`src/rtl/rom_loader_pkg.sv`:
```
// Shared types and lane constants for the ROM download router.
// Word entries combine a parameter-width address (declared in the top) with this payload.
package rom_loader_pkg;

    localparam logic [1:0] DS_LO   = 2'b01;
    localparam logic [1:0] DS_HI   = 2'b10;
    localparam logic [1:0] DS_FULL = 2'b11;

    typedef enum logic [0:0] {
        IDLE = 1'b0,
        WAIT = 1'b1
    } state_e;

    typedef struct packed {
        logic [1:0]  ds;
        logic [15:0] data;
    } word_payload_t;

    function automatic logic [1:0] lane_ds(input logic lane);
        return lane ? DS_HI : DS_LO;
    endfunction

endpackage

```
`src/rtl/rom_word_fifo.sv`:
```
// Synchronous FIFO of packed word entries; DEPTH must be a power of two.
// A push while full succeeds only when a pop frees the slot in the same cycle.
module rom_word_fifo #(
    parameter int unsigned DEPTH = 4,
    parameter type entry_t = logic [7:0]
) (
    input  logic   clk,
    input  logic   reset,
    input  logic   push,
    input  entry_t push_data,
    input  logic   pop,
    output entry_t head,
    output logic   full,
    output logic   empty
);

    localparam int unsigned PTR_W = (DEPTH > 1) ? $clog2(DEPTH) : 1;

    entry_t           mem_q [DEPTH];
    logic [PTR_W-1:0] rd_ptr_q, rd_ptr_d;
    logic [PTR_W-1:0] wr_ptr_q, wr_ptr_d;
    logic [PTR_W:0]   count_q, count_d;
    logic             do_push, do_pop;

    assign full  = (count_q == (PTR_W + 1)'(DEPTH));
    assign empty = (count_q == '0);
    assign head  = mem_q[rd_ptr_q];

    always_comb begin
        do_pop   = pop & ~empty;
        do_push  = push & (~full | do_pop);
        rd_ptr_d = rd_ptr_q;
        wr_ptr_d = wr_ptr_q;
        count_d  = count_q;
        if (do_pop) begin
            rd_ptr_d = rd_ptr_q + 1'b1;
        end
        if (do_push) begin
            wr_ptr_d = wr_ptr_q + 1'b1;
        end
        case ({do_push, do_pop})
            2'b10:   count_d = count_q + 1'b1;
            2'b01:   count_d = count_q - 1'b1;
            default: count_d = count_q;
        endcase
    end

    always_ff @(posedge clk) begin
        if (reset) begin
            rd_ptr_q <= '0;
            wr_ptr_q <= '0;
            count_q  <= '0;
        end else begin
            rd_ptr_q <= rd_ptr_d;
            wr_ptr_q <= wr_ptr_d;
            count_q  <= count_d;
        end
    end

    always_ff @(posedge clk) begin
        if (do_push) begin
            mem_q[wr_ptr_q] <= push_data;
        end
    end

endmodule

```
`src/rtl/rom_loader_router.sv`:
```
// ROM download router: packs data_io bytes into 16-bit words and fans them out to SDRAM ports.
// Define ROM_CHECKSUM_EN to add a 16-bit running byte checksum output.
module rom_loader_router
    import rom_loader_pkg::*;
#(
    parameter int unsigned NUM_PORTS  = 2,
    parameter int unsigned ADDR_W     = 25,
    parameter logic [7:0]  ROM_INDEX  = 8'd0,
    parameter int unsigned FIFO_DEPTH = 4
) (
    input  logic                 clk_sys,
    input  logic                 reset,
    input  logic                 ioctl_download,
    input  logic [7:0]           ioctl_index,
    input  logic                 ioctl_wr,
    input  logic [ADDR_W-1:0]    ioctl_addr,
    input  logic [7:0]           ioctl_dout,
    input  logic [NUM_PORTS-1:0] port_en,
    input  logic [NUM_PORTS-1:0] port_ack,
    output logic [NUM_PORTS-1:0] port_req,
    output logic [ADDR_W-2:0]    port_a,
    output logic [1:0]           port_ds,
    output logic [15:0]          port_d,
    output logic                 rom_init,
    output logic                 busy,
    output logic                 done,
    output logic                 rom_loaded,
    output logic                 overflow
`ifdef ROM_CHECKSUM_EN
    ,
    output logic [15:0]          checksum
`endif
);

    localparam int unsigned WADDR_W = ADDR_W - 1;

    typedef struct packed {
        logic [WADDR_W-1:0] waddr;
        word_payload_t      pl;
    } word_entry_t;

    logic rom_init_c, init_rise, init_fall, accept, lane;
    logic rom_init_q, wr_q;

    logic               hold_valid_q, hold_valid_d;
    logic [WADDR_W-1:0] hold_waddr_q, hold_waddr_d;
    logic [1:0]         hold_ds_q, hold_ds_d;
    logic [15:0]        hold_data_q, hold_data_d;
    logic [WADDR_W-1:0] byte_waddr;
    logic [1:0]         merged_ds;
    logic [15:0]        merged_data;

    logic        push, pop, fifo_full, fifo_empty;
    word_entry_t push_entry, fifo_head;

    state_e               state_q, state_d;
    logic [NUM_PORTS-1:0] req_q, req_d, mask_q, mask_d;
    logic [WADDR_W-1:0]   a_q, a_d;
    logic [1:0]           ds_q, ds_d;
    logic [15:0]          d_q, d_d;

    logic quiet;
    logic drain_q, drain_d, done_q, done_d, loaded_q, loaded_d, ovf_q, ovf_d;

    assign rom_init_c = ioctl_download & (ioctl_index == ROM_INDEX);
    assign init_rise  = rom_init_c & ~rom_init_q;
    assign init_fall  = ~rom_init_c & rom_init_q;
    assign accept     = rom_init_c & ioctl_wr & ~wr_q;
    assign lane       = ioctl_addr[0];
    assign byte_waddr = ioctl_addr[ADDR_W-1:1];

    // Packing: a byte either merges into the held word or displaces it; a completed word
    // is pushed the same cycle it fills, so at most one push happens per accepted byte.
    always_comb begin
        hold_valid_d = hold_valid_q;
        hold_waddr_d = hold_waddr_q;
        hold_ds_d    = hold_ds_q;
        hold_data_d  = hold_data_q;
        push         = 1'b0;
        push_entry   = '{waddr: hold_waddr_q, pl: '{ds: hold_ds_q, data: hold_data_q}};
        merged_ds    = hold_ds_q | lane_ds(lane);
        merged_data  = lane ? {ioctl_dout, hold_data_q[7:0]} : {hold_data_q[15:8], ioctl_dout};
        if (accept) begin
            if (hold_valid_q && (hold_waddr_q == byte_waddr)) begin
                if (merged_ds == DS_FULL) begin
                    push         = 1'b1;
                    push_entry   = '{waddr: hold_waddr_q, pl: '{ds: merged_ds, data: merged_data}};
                    hold_valid_d = 1'b0;
                end else begin
                    hold_ds_d   = merged_ds;
                    hold_data_d = merged_data;
                end
            end else begin
                push         = hold_valid_q;
                hold_valid_d = 1'b1;
                hold_waddr_d = byte_waddr;
                hold_ds_d    = lane_ds(lane);
                hold_data_d  = lane ? {ioctl_dout, 8'h00} : {8'h00, ioctl_dout};
            end
        end else if (init_fall && hold_valid_q) begin
            push         = 1'b1;
            hold_valid_d = 1'b0;
        end
    end

    rom_word_fifo #(
        .DEPTH   (FIFO_DEPTH),
        .entry_t (word_entry_t)
    ) u_fifo (
        .clk       (clk_sys),
        .reset     (reset),
        .push      (push),
        .push_data (push_entry),
        .pop       (pop),
        .head      (fifo_head),
        .full      (fifo_full),
        .empty     (fifo_empty)
    );

    always_comb begin
        state_d = state_q;
        req_d   = req_q;
        mask_d  = mask_q;
        a_d     = a_q;
        ds_d    = ds_q;
        d_d     = d_q;
        pop     = 1'b0;
        case (state_q)
            IDLE: begin
                if (!fifo_empty) begin
                    a_d     = fifo_head.waddr;
                    ds_d    = fifo_head.pl.ds;
                    d_d     = fifo_head.pl.data;
                    mask_d  = port_en;
                    req_d   = req_q ^ port_en;
                    state_d = WAIT;
                end
            end
            WAIT: begin
                if (((port_ack ^ req_q) & mask_q) == '0) begin
                    pop     = 1'b1;
                    state_d = IDLE;
                end
            end
            default: state_d = IDLE;
        endcase
    end

    assign quiet = ~hold_valid_q & fifo_empty & (state_q == IDLE);

    always_comb begin
        drain_d  = drain_q;
        done_d   = 1'b0;
        loaded_d = loaded_q;
        ovf_d    = ovf_q;
        if (init_rise) begin
            drain_d  = 1'b0;
            loaded_d = 1'b0;
            ovf_d    = 1'b0;
        end else if (init_fall) begin
            drain_d = 1'b1;
        end else if (drain_q && quiet) begin
            drain_d  = 1'b0;
            done_d   = 1'b1;
            loaded_d = 1'b1;
        end
        if (push && fifo_full && !pop) begin
            ovf_d = 1'b1;
        end
    end

    always_ff @(posedge clk_sys) begin
        if (reset) begin
            rom_init_q   <= 1'b0;
            wr_q         <= 1'b0;
            hold_valid_q <= 1'b0;
            hold_waddr_q <= '0;
            hold_ds_q    <= '0;
            hold_data_q  <= '0;
            state_q      <= IDLE;
            req_q        <= '0;
            mask_q       <= '0;
            a_q          <= '0;
            ds_q         <= '0;
            d_q          <= '0;
            drain_q      <= 1'b0;
            done_q       <= 1'b0;
            loaded_q     <= 1'b0;
            ovf_q        <= 1'b0;
        end else begin
            rom_init_q   <= rom_init_c;
            wr_q         <= ioctl_wr;
            hold_valid_q <= hold_valid_d;
            hold_waddr_q <= hold_waddr_d;
            hold_ds_q    <= hold_ds_d;
            hold_data_q  <= hold_data_d;
            state_q      <= state_d;
            req_q        <= req_d;
            mask_q       <= mask_d;
            a_q          <= a_d;
            ds_q         <= ds_d;
            d_q          <= d_d;
            drain_q      <= drain_d;
            done_q       <= done_d;
            loaded_q     <= loaded_d;
            ovf_q        <= ovf_d;
        end
    end

`ifdef ROM_CHECKSUM_EN
    logic [15:0] csum_q, csum_d, csum_base;

    // A byte accepted in the same cycle rom_init rises belongs to the new download.
    always_comb begin
        csum_base = init_rise ? '0 : csum_q;
        csum_d    = accept ? csum_base + {8'h00, ioctl_dout} : csum_base;
    end

    always_ff @(posedge clk_sys) begin
        if (reset) begin
            csum_q <= '0;
        end else begin
            csum_q <= csum_d;
        end
    end

    assign checksum = csum_q;
`endif

    assign port_req   = req_q;
    assign port_a     = a_q;
    assign port_ds    = ds_q;
    assign port_d     = d_q;
    assign rom_init   = rom_init_c;
    assign busy       = hold_valid_q | ~fifo_empty | (state_q == WAIT);
    assign done       = done_q;
    assign rom_loaded = loaded_q;
    assign overflow   = ovf_q;

endmodule

```
`config.mk`:
```
export PLATFORM = sky130hd
export DESIGN_NAME = rom_loader_router
export DESIGN_NICKNAME = d
export VERILOG_FILES = /design/src/rtl/rom_loader_pkg.sv /design/src/rtl/rom_word_fifo.sv /design/src/rtl/rom_loader_router.sv
export SDC_FILE = /design/constraint.sdc
export NUM_CORES = 1
export LEC_CHECK = 0
export BUFFER_PORTS_ARGS = -buffer_cell sky130_fd_sc_hd__buf_4
export CORE_ASPECT_RATIO = 0.8
export CORE_MARGIN = 5
export CORE_UTILIZATION = 40
export CTS_CLUSTER_DIAMETER = 200
export DETAILED_ROUTE_END_ITERATION = 12
export PLACE_DENSITY_LB_ADDON = 0.25
export SLEW_MARGIN = 20
export SYNTH_ARGS = -nofsm -noshare
export SYNTH_HDL_FRONTEND = slang
export SYNTH_HIERARCHICAL = 1
export SYNTH_SLANG_ARGS = --single-unit
```
`constraint.sdc`:
```
create_clock -name clk_sys -period 4.23 [get_ports clk_sys]
set_clock_uncertainty 0.05 [all_clocks]
set_input_delay 0.2115 -clock clk_sys [delete_from_list [all_inputs] [get_ports clk_sys]]
set_output_delay 0.2115 -clock clk_sys [all_outputs]
set_load 0.02 [all_outputs]
```
==> results by group <==
Hold path
  – Worst min-delay path category: primary input to flip-flop

Synthesis
  – Number of distinct standard cells referenced by the synthesized netlist: 52
  – Proportion of register bits with asynchronous set or reset after synthesis: 0%
  – Sequential element share of the synthesized area: about two thirds
  – Simple logic cell fraction of the synthesized area: 7.97%
  – Seq cells post-synth: between 200 and 300
  – Yosys top cell by area: edfxtp_1
  – Synth Area in XOR/XNOR: under 10%
  – Top-area cell type share of the netlist area: roughly 48%
  – Largest family of logic cells by synthesized area: multiplexers
  – Synth Area in Adders: 0.783%
  – Synthesis warning total: 6
  – Share of synthesized area spent on multiplexers: approximately an eighth
  – Instance count of the mapped netlist: a little over 700
  – Most frequently used flop master after synthesis: edfxtp_1
  – EDFF count, synth: between 150 and 200
  – Post-synth net total: around 760
  – Count leader, synth: edfxtp_1
  – Share of the synthesized area in compound gates (AO/OA/AOI/OAI): 5.04%
  – Top area cells in the synthesized netlist: edfxtp_1, dfxtp_1, mux4_2
  – Netlist Area Pre-Place: 0.0106 sq mm
  – Synth top cells by count: edfxtp_1, dfxtp_1, nand2_1
  – Mapped Avg Cell Area: 15.0 sq um

Clock network
  – Number of hold buffers added after cts: 36
  – Clock root buffer master: clkbuf_16
  – Clock latency reported for the late side of the worst-skew pair: around 0.54 ns
  – Post-CTS setup buffer count: 0
  – Clock transition time at the flip-flop clock pins of the worst setup and hold paths: around 0.06 ns
  – CTS tree: built
  – H-tree depth: 1
  – Max Buffers Root-to-Sink: 3
  – Clock buffer count from CTS: 28
  – Number of gates resized after CTS: 0
  – Sink Count: approximately 270

Timing
  – Worst-Margin Slew: around 1.0 ns
  – Max-slew violation count: 0
  – Peak clock frequency supported by timing: between 0.2 and 0.3 GHz
  – Final-report setup violation count: 0
  – Headroom to the max-slew limit: a little under a third
  – Hold Violations, Final: 0
  – Tmin final: 3.54 ns
  – RSZ-0062 raised after global routing: false
  – Part of the cycle the worst path needs: a little over four fifths
  – Worst Slack Setup Final: 0.687 ns
  – Total negative slack for setup checks: 0 ns

Place
  – Post-DP HPWL: around 15,000 um
  – RePlAce Congestion: 0.787
  – Pre-CTS worst setup slack: approximately 0.67 ns
  – Count of port buffers added during placement: between 90 and 100
  – Placed cell areas: about 0.012 sq mm

Global routing
  – Overall fraction of global-route tracks in use: about 16%
  – Antenna violations before repair: 0
  – Global-route wire length before repair: roughly 37,000 um
  – Maximum number of pins on one net before global-route repair: between 90 and 100
  – Remaining global-route overflow: 0
  – Number of global-route vias before repair: about 6,400

Setup path
  – Signal arrival time at the worst endpoint: approximately 3.7 ns
  – Required @ worst endpoint: about 4.4 ns
  – Crit Path Class: flip-flop to flip-flop
  – Maximum fanout along the worst path: 19
  – CP Capture Type: flip-flop
  – Critical path launch point type: flip-flop

Cells and area
  – Final nets: roughly 900
  – Synth-to-layout area growth: 22.8%
  – Area of all placed cells without fillers: 0.0130 sq mm
  – Share of cells above drive strength 1: between 20% and 30%
  – Final standard cell utilization of the core: between 40% and 50%

Job
  – Max-cap viol count: 0

Floorplan
  – Number of top-level pins: about 100
  – Area enclosed by the die boundary: 0.0297 sq mm
  – Chip Height: ~160 um
  – Initial cell density of the core: between 40% and 50%
  – Core region area: ~0.026 sq mm
  – Row count: 53
  – Die X: between 150 and 200 um

Routing
  – # DRC: 0
  – Routed vias: 6,142
  – First DRT Iteration DRCs: roughly 450
  – Routed len/inst: 19.2 um
  – Routed WL: 23,600 um
  – Detailed-route vias per instance: about 5
  – TritonRoute pass-1 iters: 5
  – Number of antenna-violating nets in the routed design: 0

Power
  – Areal power density over the cells: around 410 mW/mm^2
  – Total Power: about 5300 uW
  – Leakage power figure: around 0.0047 uW
  – Max VDD drop: about 0.27 mV

Status
  – Status: completed
-- metal layers --
layer	global-route usage, %	wire length, um
met1	23.6	11200
met4	3.59	423
met5	0	0
met2	25.7	10800
met3	2.29	1170
-- path summary, 6_finish.rpt --
| check | startpoint | endpoint | slack [ns] | depth (start not counted) |
|---|---|---|---|---|
| min | ioctl_addr[0] | hold_ds_q[0] | 0.06 | 3 |
| min reg2reg | port_a[8] | port_a[8] | 0.40 | 2 |
| max | hold_waddr_q[0] | u_fifo/mem_q[1][4] | 0.69 | 8 |
| max reg2reg | hold_waddr_q[0] | u_fifo/mem_q[1][4] | 0.69 | 8 |
-- state kept, by name, summed over array words and instances (netlist names), 3 cells and up, named ones only --
register	flops
port_a	24
u_fifo/mem_q	168
hold_data_q	16
port_d	16
u_fifo/count_q	3
hold_waddr_q	24
-- cells by family after synthesis --
kind of cell	count (synthesis)
xor+xnor	31
mux	85
compound gates	81
simple gates	182
buf+inv	46
flops	273
fa+ha+maj	6
-- power by group --
group / switching, uW / total (uW) / leakage, uW / internal, uW
clock: 978 / 2380 / 0.000439 / 1400
combinational: 61.5 / 125 / 0.00165 / 63.9
sequential: 0.319 / 2790 / 0.00260 / 2790
total: 1040 / 5300 / 0.00469 / 4260
-- worst max-delay path, stage by stage, from the launching register on --
cell,delay [ns]
dfxtp_1,0.36
xnor2_1,0.29
nand4_1,0.12
nor2_1,0.59
and4_1,0.40
a211o_1,0.15
a21boi_2,0.34
and2_2,0.65
buf_12,0.25
-- metrics by stage --
step           hold slack (ns)  std cells
6_report                0.0593       1226
5_1_grt                 0.0580       1225
4_1_cts                 0.0315       1224
3_5_place_dp             0.398       1137
3_3_place_gp             0.396       1137
2_1_floorplan            0.290        704
-- final cells by class --
type,count,area [sq um]
Clock inverter,12,129
Tap cell,357,447
Timing Repair Buffer,147,1250
Inverter,12,45.0
Sequential cell,273,7150
Antenna cell,1,2.50
Multi-Input combinational cell,385,3160
Fill cell,2276,13200
Clock buffer,39,772
-- cell usage in the layout (no fill, tap or decap), drive strengths merged, types with 21 or more instances in the layout --
master	instances
dlygate4sd3	36
mux4	42
nor2	43
mux2i	26
clkbuf	39
a21oi	49
dfxtp	105
buf	111
edfxtp	168
nand2	92
xnor2	21
(Power assumes the default switching activity.)
